## config.mk

```make
export PLATFORM = sky130hd
export DESIGN_NAME = uart_tx_ctrl_flat
export DESIGN_NICKNAME = d
export VERILOG_FILES = /design/src/rtl/uart_pkg.sv /design/src/rtl/uart_tx_ctrl_if.sv /design/src/rtl/uart_baud_tick.sv /design/src/rtl/uart_tx_ctrl.sv /design/src/flat_wrapper.sv
export SDC_FILE = /design/constraint.sdc
export NUM_CORES = 1
export LEC_CHECK = 0
export ABC_AREA = 1
export CAP_MARGIN = 10
export CORE_MARGIN = 10
export CORE_UTILIZATION = 35
export CTS_CLUSTER_DIAMETER = 30
export DETAILED_ROUTE_END_ITERATION = 10
export GPL_TIMING_DRIVEN = 0
export PLACE_DENSITY_LB_ADDON = 0.3
export SYNTH_ARGS = -nofsm -noshare
export SYNTH_HDL_FRONTEND = slang
export SYNTH_SLANG_ARGS = --single-unit
```

## constraint.sdc

```tcl
create_clock -name clk -period 1.78 [get_ports clk]
set_clock_uncertainty 0.05 [all_clocks]
set_input_delay 0.356 -clock clk [delete_from_list [all_inputs] [get_ports clk]]
set_output_delay 0.356 -clock clk [all_outputs]
set_load 0.005 [all_outputs]
```

## src/rtl/uart_pkg.sv

```systemverilog
// Shared UART transmit types and constants: state encoding, data width, default bit period.
package uart_pkg;

  localparam int unsigned UART_DATA_W           = 8;
  localparam int unsigned UART_STATE_W          = 3;
  localparam int unsigned UART_CLKS_PER_BIT_DEF = 5000;

  typedef logic [UART_DATA_W-1:0] uart_byte_t;

  typedef enum logic [UART_STATE_W-1:0] {
    ST_IDLE   = 3'd0,
    ST_START  = 3'd1,
    ST_DATA   = 3'd2,
    ST_PARITY = 3'd3,
    ST_STOP   = 3'd4
  } uart_state_e;

  // Even parity over the byte, inverted when odd parity is selected.
  function automatic logic uart_parity(input uart_byte_t d, input logic odd);
    return (^d) ^ odd;
  endfunction

endpackage

```

## src/rtl/uart_tx_ctrl_if.sv

```systemverilog
// Byte source <-> UART transmitter handshake plus serial line and status.
interface uart_tx_ctrl_if;
  import uart_pkg::*;

  uart_byte_t tx_data;
  logic       tx_valid;
  logic       tx_ready;
  logic       txd;
  logic       busy;
  logic       tx_done;

  modport master (
    output tx_data, tx_valid,
    input  tx_ready, txd, busy, tx_done
  );

  modport slave (
    input  tx_data, tx_valid,
    output tx_ready, txd, busy, tx_done
  );

endinterface

```

## src/rtl/uart_baud_tick.sv

```systemverilog
// Bit-period timer: counts 0..CLKS_PER_BIT-1 and flags the last cycle of each bit.
module uart_baud_tick #(
  parameter int unsigned CLKS_PER_BIT = uart_pkg::UART_CLKS_PER_BIT_DEF
) (
  input  logic clk,
  input  logic rst_n,
  input  logic clr,
  output logic tick
);

  localparam int unsigned CNT_W = (CLKS_PER_BIT > 1) ? $clog2(CLKS_PER_BIT) : 1;
  localparam logic [CNT_W-1:0] CNT_MAX = CNT_W'(CLKS_PER_BIT - 1);

  logic [CNT_W-1:0] cnt_q;

  always_ff @(posedge clk or negedge rst_n) begin
    if (!rst_n) begin
      cnt_q <= '0;
    end else if (clr || (cnt_q == CNT_MAX)) begin
      cnt_q <= '0;
    end else begin
      cnt_q <= cnt_q + CNT_W'(1);
    end
  end

  assign tick = (cnt_q == CNT_MAX);

endmodule

```

## src/rtl/uart_tx_ctrl.sv

```systemverilog
// UART transmit frame sequencer: start, 8 data bits LSB-first, optional parity, stop bit(s).
// Define UART_TX_PARITY_EN to insert a parity bit after data bit 7.
module uart_tx_ctrl
  import uart_pkg::*;
#(
  parameter int unsigned CLKS_PER_BIT = UART_CLKS_PER_BIT_DEF,
  parameter int unsigned STOP_BITS    = 1,
  parameter int unsigned PARITY_ODD   = 0
) (
  input  logic          clk,
  input  logic          rst_n,
  uart_tx_ctrl_if.slave bus
);

  localparam logic STOP_LAST = 1'(STOP_BITS - 1);

  if ((CLKS_PER_BIT < 2) || (STOP_BITS < 1) || (STOP_BITS > 2) || (PARITY_ODD > 1)) begin : g_bad_param
    $error("uart_tx_ctrl: illegal parameter value");
  end

  uart_state_e state_q, state_d;
  uart_byte_t  shift_q, shift_d;
  logic [2:0]  bit_idx_q, bit_idx_d;
  logic        stop_cnt_q, stop_cnt_d;
  logic        txd_q, txd_d;
  logic        done_c;
  logic        accept_c;
  logic        bit_tick;
`ifdef UART_TX_PARITY_EN
  logic        parity_q;
`endif

  uart_baud_tick #(
    .CLKS_PER_BIT(CLKS_PER_BIT)
  ) u_baud (
    .clk  (clk),
    .rst_n(rst_n),
    .clr  (state_q == ST_IDLE),
    .tick (bit_tick)
  );

  assign accept_c = bus.tx_valid && (state_q == ST_IDLE);

  // Next-state, datapath and next line level; txd is registered from the next state.
  always_comb begin
    state_d    = state_q;
    shift_d    = shift_q;
    bit_idx_d  = bit_idx_q;
    stop_cnt_d = stop_cnt_q;
    done_c     = 1'b0;
    txd_d      = 1'b1;

    case (state_q)
      ST_IDLE: begin
        if (accept_c) begin
          state_d = ST_START;
          shift_d = bus.tx_data;
        end
      end
      ST_START: begin
        if (bit_tick) begin
          state_d   = ST_DATA;
          bit_idx_d = 3'd0;
        end
      end
      ST_DATA: begin
        if (bit_tick) begin
          shift_d   = shift_q >> 1;
          bit_idx_d = bit_idx_q + 3'd1;
          if (bit_idx_q == 3'd7) begin
`ifdef UART_TX_PARITY_EN
            state_d = ST_PARITY;
`else
            state_d = ST_STOP;
`endif
            stop_cnt_d = 1'b0;
          end
        end
      end
`ifdef UART_TX_PARITY_EN
      ST_PARITY: begin
        if (bit_tick) begin
          state_d    = ST_STOP;
          stop_cnt_d = 1'b0;
        end
      end
`endif
      ST_STOP: begin
        if (bit_tick) begin
          if (stop_cnt_q == STOP_LAST) begin
            state_d = ST_IDLE;
            done_c  = 1'b1;
          end else begin
            stop_cnt_d = stop_cnt_q + 1'b1;
          end
        end
      end
      default: state_d = ST_IDLE;
    endcase

    case (state_d)
      ST_START:  txd_d = 1'b0;
      ST_DATA:   txd_d = shift_d[0];
`ifdef UART_TX_PARITY_EN
      ST_PARITY: txd_d = parity_q;
`endif
      default:   txd_d = 1'b1;
    endcase
  end

  always_ff @(posedge clk or negedge rst_n) begin
    if (!rst_n) begin
      state_q    <= ST_IDLE;
      shift_q    <= '0;
      bit_idx_q  <= 3'd0;
      stop_cnt_q <= 1'b0;
      txd_q      <= 1'b1;
    end else begin
      state_q    <= state_d;
      shift_q    <= shift_d;
      bit_idx_q  <= bit_idx_d;
      stop_cnt_q <= stop_cnt_d;
      txd_q      <= txd_d;
    end
  end

`ifdef UART_TX_PARITY_EN
  // Parity is fixed at accept so later tx_data changes cannot alter it.
  always_ff @(posedge clk or negedge rst_n) begin
    if (!rst_n) begin
      parity_q <= 1'b0;
    end else if (accept_c) begin
      parity_q <= uart_parity(bus.tx_data, 1'(PARITY_ODD));
    end
  end
`endif

  assign bus.txd      = txd_q;
  assign bus.tx_ready = (state_q == ST_IDLE);
  assign bus.busy     = (state_q != ST_IDLE);
  assign bus.tx_done  = done_c;

endmodule

```

## src/flat_wrapper.sv

```systemverilog
// flat-port wrapper written by rule: the top's interface ports become plain ports
module uart_tx_ctrl_flat import uart_pkg::*;
#(
  parameter int unsigned CLKS_PER_BIT = UART_CLKS_PER_BIT_DEF,
  parameter int unsigned STOP_BITS    = 1,
  parameter int unsigned PARITY_ODD   = 0
)
  (clk, rst_n, bus_tx_data, bus_tx_valid, bus_tx_ready, bus_txd, bus_busy, bus_tx_done);
  uart_tx_ctrl_if bus_i ();
  input  logic clk;
  input  logic rst_n;
  input wire logic [$bits(bus_i.tx_data)-1:0] bus_tx_data;
  input wire logic [$bits(bus_i.tx_valid)-1:0] bus_tx_valid;
  output wire logic [$bits(bus_i.tx_ready)-1:0] bus_tx_ready;
  output wire logic [$bits(bus_i.txd)-1:0] bus_txd;
  output wire logic [$bits(bus_i.busy)-1:0] bus_busy;
  output wire logic [$bits(bus_i.tx_done)-1:0] bus_tx_done;
  assign bus_i.tx_data = bus_tx_data;
  assign bus_i.tx_valid = bus_tx_valid;
  assign bus_tx_ready = bus_i.tx_ready;
  assign bus_txd = bus_i.txd;
  assign bus_busy = bus_i.busy;
  assign bus_tx_done = bus_i.tx_done;
  uart_tx_ctrl #(.CLKS_PER_BIT(CLKS_PER_BIT), .STOP_BITS(STOP_BITS), .PARITY_ODD(PARITY_ODD)) u_core (.clk(clk), .rst_n(rst_n), .bus(bus_i));
endmodule
```

* Word level (Yosys, flattened, before mapping) *
Index checks and enable logic that the tools add are counted.

cells by class
  $add $sub $neg = 3
  equality and inequality tests = 12
  multiplexer cells = 23
  reductions and logical operators = 10

operators with widths
  kind                     number
  $mux W3                  8
  $mux W8                  2
  $pmux W8 S2              1
  $add A13 B1 Y13 const B  1
  $eq A13 B13 Y1 const B   1
  $mux W13                 1
  $pmux W3 S4              1
  $ne A2 B1 Y1 const B     5
  $mux W1                  7
  $eq A3 B1 Y1 const B     2
  $eq A3 B2 Y1 const B     2
  $eq A3 B3 Y1 const B     2
  $pmux W3 S2              1
  $reduce_and A3 Y1        2
  $reduce_bool A2 Y1       3
  $pmux W1 S2              2
  $reduce_and A4 Y1        1
  $add A3 B1 Y3 const B    1
  $logic_not A3 Y1         1
  $reduce_bool A3 Y1       1
  $add A1 B1 Y1 const B    1
  $logic_and A1 B1 Y1      1
  $logic_or A1 B1 Y1       1

word-level totals
  register bits after elaboration = 29
  output and inout port bits = 4

* Logic depth before layout (Yosys ltp) *
Gate-level depths: netlist of run 1.

  depth in word-level cells = 6
  mapped depth = 9
  mapped depth without buffers = 9

* Cells and area by module *
Synthesis of run 1 repeated with hierarchy kept, for this count alone.

unflattened totals
  cells, all modules = 177
  area total of the unflattened synthesis = 1473.9 sq um

modules (own cells, without submodules)
  module          instances  cells an instance  area each (sq um)  seq. area each (sq um)
  uart_tx_ctrl    1          82                 745.7              376.6
  uart_baud_tick  1          95                 728.2              325.3

* Worst setup path before layout of run 1 *
OpenSTA, ideal clock, no wires.

  path kind = reg2out
  start point = register u_core.u_baud.cnt_q[0]
  end point = output bus_tx_done
  data arrival time = 1.163 ns
  data required time = 1.374 ns
  setup slack = 0.211 ns
  stages on the path, launching flop included = 6
  path through = dfrtp_1 ha_1 nand2_2 nor2_4 nand3_4 nor4_1

between the ends
  cells in the longest elaborated chain, start to end = 3

RTL lines
  element                 RTL line              RTL
  from (decl)             uart_baud_tick.sv:14  logic [CNT_W-1:0] cnt_q;
  from (signal assigned)  uart_baud_tick.sv:22  cnt_q <= cnt_q + CNT_W'(1);
  $eq A13 B13 Y1          uart_baud_tick.sv:26  assign tick = (cnt_q == CNT_MAX);
  $mux W1                 uart_tx_ctrl.sv:89    if (bit_tick) begin
  $mux W1                 uart_tx_ctrl.sv:53    case (state_q)
  to (decl)               flat_wrapper.sv:17    output wire logic [$bits(bus_i.tx_done)-1:0] bus_tx_done;

No other way between the ends.

* Worst setup path in the final report of run 1 *
  start point = register u_core.u_baud.cnt_q[5]
  end point = output bus_tx_done

The elaborated chain is that of the path after synthesis.

==> results.cfg, run 1 <==
[grt]
antenna_found_initial = 0
use_met1 = 0.09474
grt_pass1_wl_mm = 5.209
track_usage = 0.08460
grt_max_degree = 29
overflow = 0
busiest_layer = met2
grt_use_met2 = 0.1437
grt_pass1_vias = 1212
grtUsageMet3 = 0.01816

[power_and_ir_drop]
p_leak_nw = 0.8130
power_mw = 1.749
ir_drop_mv = 0.4320
p_per_area_mw_per_mm2 = 943.8

[clock_network]
htreeDepth = 1
clkTransAtPathRegs_ps = 90
cts_buffers = 3
numClockSinks = 28
clk_latency_ps = 270
cts_tree = yes
cts_buffer_depth = 2
root_buffer = clkbuf_8

[sta]
period_share = 1.001
finalSetupViolCount = 1
relSlewSlack = 0.5811
max_freq_mhz = 561.0
finalCriticalPeriod_ps = 1783
fin_ws_ps = -2.592
tightest_slew_ps = 628.3
report.final.hold_viol_count = 0
rsz0062_at_grt = yes
tns_ps = -2.592
slew_viol_final = 0

[floorplanning]
die_w_um = 85.42
design.core.area_mm2 = 0.004058
fp-row-count = 23
die_area_mm2 = 0.007296
initial_core_util = 0.3691
die_y_um = 85.42
ios = 15

[detailed_routing]
detailedRoute.firstPassIterationCount = 4
drc = 0
vias_per_cell = 4.693
antenna_left = 0
routed-via-count = 1206
drtIter0Drc = 59
wire_per_inst_um = 11.54
routed_wl_mm = 2.965

[place]
dp_slack_ps = -402.0
routabilityCongestion = 0.8574
port_buffers = 14
dp_hpwl_mm = 2.115

[status]
violations = negative setup slack
status = finished, violations left

[synth]
yosys_warnings = 0
netlist_instances = 181
ys_types = 25
ys_seq_elements = 28
yosysTopAreaCell = dfrtp_1
synth_nets = 195
synth_seq_area_share = 0.4687
synth_top_area_share = 0.4511
syn-cell-area_mm2 = 0.001498
avgSynthCellArea_um2 = 8.275
synthTopCellsByArea = dfrtp_1 (45%), nand2_1 (12%), nor2_1 (6.3%)

[critical_path]
crit_type = reg -> out
endpoint_kind = output port
ff2ff_path_depth = 10
required_ps = 1370
worst_ep_arrival_time_ps = 1380
cp-start-kind = register
path_max_fanout = 5

[layout]
fill_cells = 400
nets = 222
multi_input_area_um2 = 729.5
antenna_cells = 0
layout_common_cells = nand2_1 (48), dfrtp_1 (25), nor2_1 (23)
seqCellArea_um2 = 704.4
final_common_cell = nand2_1
syn_to_final_growth_pct = 23.73
drive_above_1_share = 0.2319

[worst_hold_path]
hold_path_class = in -> async

[job]
cap_viol_max_count = 0
through the flow:
step	instance area [um2]	util	cells	hold WS (ps)
after floorplan	1498	-	181	10.41
after global placement	1700	0.4191	245	409.9
after detailed placement	1700	0.4191	245	414.1
after CTS	1808	0.4456	253	440.1
after global routing	1853	0.4567	257	84.18
final	1853	0.4567	257	40.55
per-layer routing:
layer  part of all wire  up-vias  routed length (um)
met2               0.49       17                1458
met1               0.45      560                1334
li1                   -      624                   -
met4              0.021        0                  63
met5                  0        -                   0
met3              0.037        5                 109
kinds of logic after synthesis:
group | share of synthesized area
AOI/OAI and AO/OA | 0.03425
xor gates and xnor gates | 0.03509
adders and majority gates | 0.02507
buffers and inverters | 0.06350
DFF | 0.4687
and+or+nand+nor | 0.3734
flip-flops by register name, summed over array words and instances, names as in the netlist:
register,flops
u_core.bus.txd,1
u_core.state_q,3
u_core.shift_q,8
u_core.u_baud.cnt_q,13
u_core.bit_idx_q,3
path summary, 6_finish.rpt:
check                                            startpoint                                to  slack (ps)
hold reg to reg               u_core.shift_q[7]$_DFFE_PN0P_     u_core.shift_q[7]$_DFFE_PN0P_         430
min in group clk              u_core.shift_q[7]$_DFFE_PN0P_     u_core.shift_q[7]$_DFFE_PN0P_         430
hold / removal                                        rst_n  u_core.u_baud.cnt_q[3]$_DFF_PN0_          40
setup / recovery           u_core.u_baud.cnt_q[5]$_DFF_PN0_                       bus_tx_done          -3
setup reg to reg           u_core.u_baud.cnt_q[1]$_DFF_PN0_     u_core.shift_q[4]$_DFFE_PN0P_         150
max in group asynchronous                             rst_n  u_core.u_baud.cnt_q[6]$_DFF_PN0_        1200
area by class of cell:
cell class,count,area share
Multi-Input combinational cell,131,0.3937
Sequential cell,28,0.3801
Timing Repair Buffer,22,0.1013
Inverter,21,0.04659
Tap cell,50,0.03376
Clock buffer,3,0.02228
Clock inverter,1,0.01621
Buffer,1,0.006077
repair_timing:
| action | 4_1_cts | 5_1_grt |
|---|---|---|
| hold buffers | 0 | 0 |
| setup endpoints to repair | 3 | 2 |
| setup buffers | 4 | 4 |
| resized for setup | 10 | 6 |
| endpoints found under the hold margin | 0 | 0 |
| pin swaps | 2 | 2 |
Yosys cell counts, drive strengths merged:
| master | number |
|---|---|
| nor3 | 6 |
| o21ai | 4 |
| clkinv | 1 |
| inv | 20 |
| nor2 | 33 |
| nor3b | 1 |
| xor2 | 6 |
| nor4 | 1 |
| a21oi | 4 |
| nand2 | 52 |
| dfstp | 1 |
| dfrtp | 27 |
| ha | 3 |
| nand3 | 19 |
| buf | 1 |
| o31ai | 1 |
| nand4 | 1 |
report_power, final:
group | total, mW | internal, mW | switching (mW)
logic | 0.398 | 0.192 | 0.207
clock network | 0.497 | 0.301 | 0.196
registers | 0.854 | 0.755 | 0.0992
critical path, cell delays in order, from the launching register on:
cell and delay (ps):
dfrtp_1 450, inv_2 110, nand2_1 60, nor2_2 130
nand3_4 90, nor4_2 120, buf_2 150
Note: power is estimated with default switching activity, not from simulation.
==> run 2: changes to the inputs <==
--- a/config.mk
+++ b/config.mk
@@ -6,10 +6,12 @@
 export NUM_CORES = 1
 export LEC_CHECK = 0
 export ABC_AREA = 1
-export CAP_MARGIN = 10
+export CAP_MARGIN = 40
+export CORE_ASPECT_RATIO = 1.25
 export CORE_MARGIN = 10
 export CORE_UTILIZATION = 35
 export CTS_CLUSTER_DIAMETER = 30
+export CTS_CLUSTER_SIZE = 12
 export DETAILED_ROUTE_END_ITERATION = 10
 export GPL_TIMING_DRIVEN = 0
 export PLACE_DENSITY_LB_ADDON = 0.3
==> results.cfg, run 2 (synthesized netlist as in run 1, its figures left out) <==
[grt]
track_usage = 0.08803
antenna_found_initial = 0
grt_max_degree = 16
grt_pass1_vias = 1303
grt_pass1_wl_mm = 5.492
overflow = 0

[sta]
relSlewSlack = 0.4963
tightest_slew_ps = 753.2
slew_viol_final = 0
rsz0062_at_grt = yes
finalCriticalPeriod_ps = 1793
period_share = 1.007
report.final.hold_viol_count = 0
fin_ws_ps = -13.04
max_freq_mhz = 557.7
finalSetupViolCount = 1

[layout]
drive_above_1_share = 0.2429
largest_reg_flops = 13
antenna_cells = 0
instances_no_fill = 266
final_common_cell = nand2_1
layout_common_cells = nand2_1 (48), dfrtp_1 (24), nor2_1 (23)
top_regs = u_core.u_baud.cnt_q (13), u_core.shift_q (8)
syn_to_final_growth_pct = 26.40
top_register = u_core.u_baud.cnt_q
nets = 225

[floorplanning]
fp-row-count = 26
initial_core_util = 0.3654
design.core.area_mm2 = 0.004099
die_area_mm2 = 0.007312
ios = 15
die_w_um = 78.51
die_y_um = 93.14

[power_and_ir_drop]
p_per_area_mw_per_mm2 = 880.4
ir_drop_mv = 0.4099
power_mw = 1.667
p_leak_nw = 0.8232

[detailed_routing]
vias_per_cell = 4.500
antenna_left = 0
routed_wl_mm = 3.022
drc = 0
drtIter0Drc = 55
wire_per_inst_um = 11.36
routed-via-count = 1197
detailedRoute.firstPassIterationCount = 4

[critical_path]
required_ps = 1370
path_max_fanout = 4
r2r_start = u_core.u_baud.cnt_q[0]$_DFF_PN0_
endpoint_kind = output port
r2r_slack_ps = 240
r2r_end = u_core.shift_q[2]$_DFFE_PN0P_
ff2ff_path_depth = 9
cp-start-kind = register
worst_ep_arrival_time_ps = 1390
crit_type = reg -> out

[worst_hold_path]
min_path_cells = 2
min_to = u_core.shift_q[5]$_DFFE_PN0P_
min-delay-start = u_core.shift_q[5]$_DFFE_PN0P_
hold_path_class = reg -> reg

[clock_network]
htreeDepth = 1
cts_buffer_depth = 2
cts_buffers = 3
clk_latency_ps = 270
root_buffer = clkbuf_8
cts_tree = yes
clkTransAtPathRegs_ps = 90
numClockSinks = 28

[place]
dp_hpwl_mm = 2.287
dp.cells = 252
port_buffers = 14
dp_slack_ps = -393.5
routabilityCongestion = 0.8208

[status]
violations = negative setup slack
status = finished, violations left

[job]
cap_viol_max_count = 0
==> run 2: per-stage QoR <==
step,instance area [um2],TNS [ps],util,hold slack [ps]
6_report,1893,-13.04,0.4618,440.6
5_1_grt,1893,-111.5,0.4618,471.4
4_1_cts,1817,-56.40,0.4432,444.3
3_5_place_dp,1735,-393.5,0.4234,420.5
3_3_place_gp,1708,-6242,0.4167,407.6
2_1_floorplan,1498,0,-,10.41
==> run 2: worst max-delay path by stage <==
stage                                     start          end  slack (ps)  cells after the start
2_1_floorplan  u_core.u_baud.cnt_q[0]$_DFF_PN0_  bus_tx_done         210                      5
3_5_place_dp   u_core.u_baud.cnt_q[0]$_DFF_PN0_  bus_tx_done        -390                      6
6_report       u_core.u_baud.cnt_q[0]$_DFF_PN0_  bus_tx_done         -10                      6
3_3_place_gp   u_core.u_baud.cnt_q[0]$_DFF_PN0_  bus_tx_done        -400                      6
5_1_grt        u_core.u_baud.cnt_q[0]$_DFF_PN0_  bus_tx_done        -110                      6
4_1_cts        u_core.u_baud.cnt_q[1]$_DFF_PN0_  bus_tx_done         -60                      6
==> run 2: area by class of cell <==
class / count / area (um2)
multi-input cells: 131 / 738.2
clock buffers: 4 / 45.04
plain buffers: 1 / 11.26
inverters: 21 / 86.33
fillers: 419 / 2206
well taps: 56 / 70.07
flip-flops and latches: 28 / 705.7
repair buffers: 25 / 236.5
==> run 2: layer usage <==
layer | vias to the layer above | GRT usage | wire length, um
met4 | 0 | 0.03144 | 50
li1 | 625 | - | -
met2 | 15 | 0.1593 | 1499
met5 | - | 0 | 0
met3 | 7 | 0.01628 | 72
met1 | 550 | 0.1000 | 1400
==> run 2: critical path, stage by stage, from the launching register on <==
cell and delay [ps]:
dfrtp_1 400, ha_4 170, nand2_4 70, nor2_4 110, nand3_4 90, nor4_4 120
buf_2 150
==> run 2: power by group <==
group          internal [mW]  switching, mW
Clock                  0.160          0.191
Combinational          0.232          0.220
Sequential             0.756          0.107
==> run 2: repair_timing <==
action	CTS	global route
setup endpoints to repair	3	2
cloned	0	0
hold buffers	0	0
pin swaps	2	4
resized for setup	10	10
setup buffers	4	6
endpoints found under the hold margin	0	0
==> run 3: changes to the inputs <==
--- a/config.mk
+++ b/config.mk
@@ -11,7 +11,7 @@
 export CORE_MARGIN = 10
 export CORE_UTILIZATION = 35
 export CTS_CLUSTER_DIAMETER = 30
-export CTS_CLUSTER_SIZE = 12
+export CTS_CLUSTER_SIZE = 40
 export DETAILED_ROUTE_END_ITERATION = 10
 export GPL_TIMING_DRIVEN = 0
 export PLACE_DENSITY_LB_ADDON = 0.3
==> results of run 3 <==
No change in the layout: final DEF, timing and power equal those of run 2.
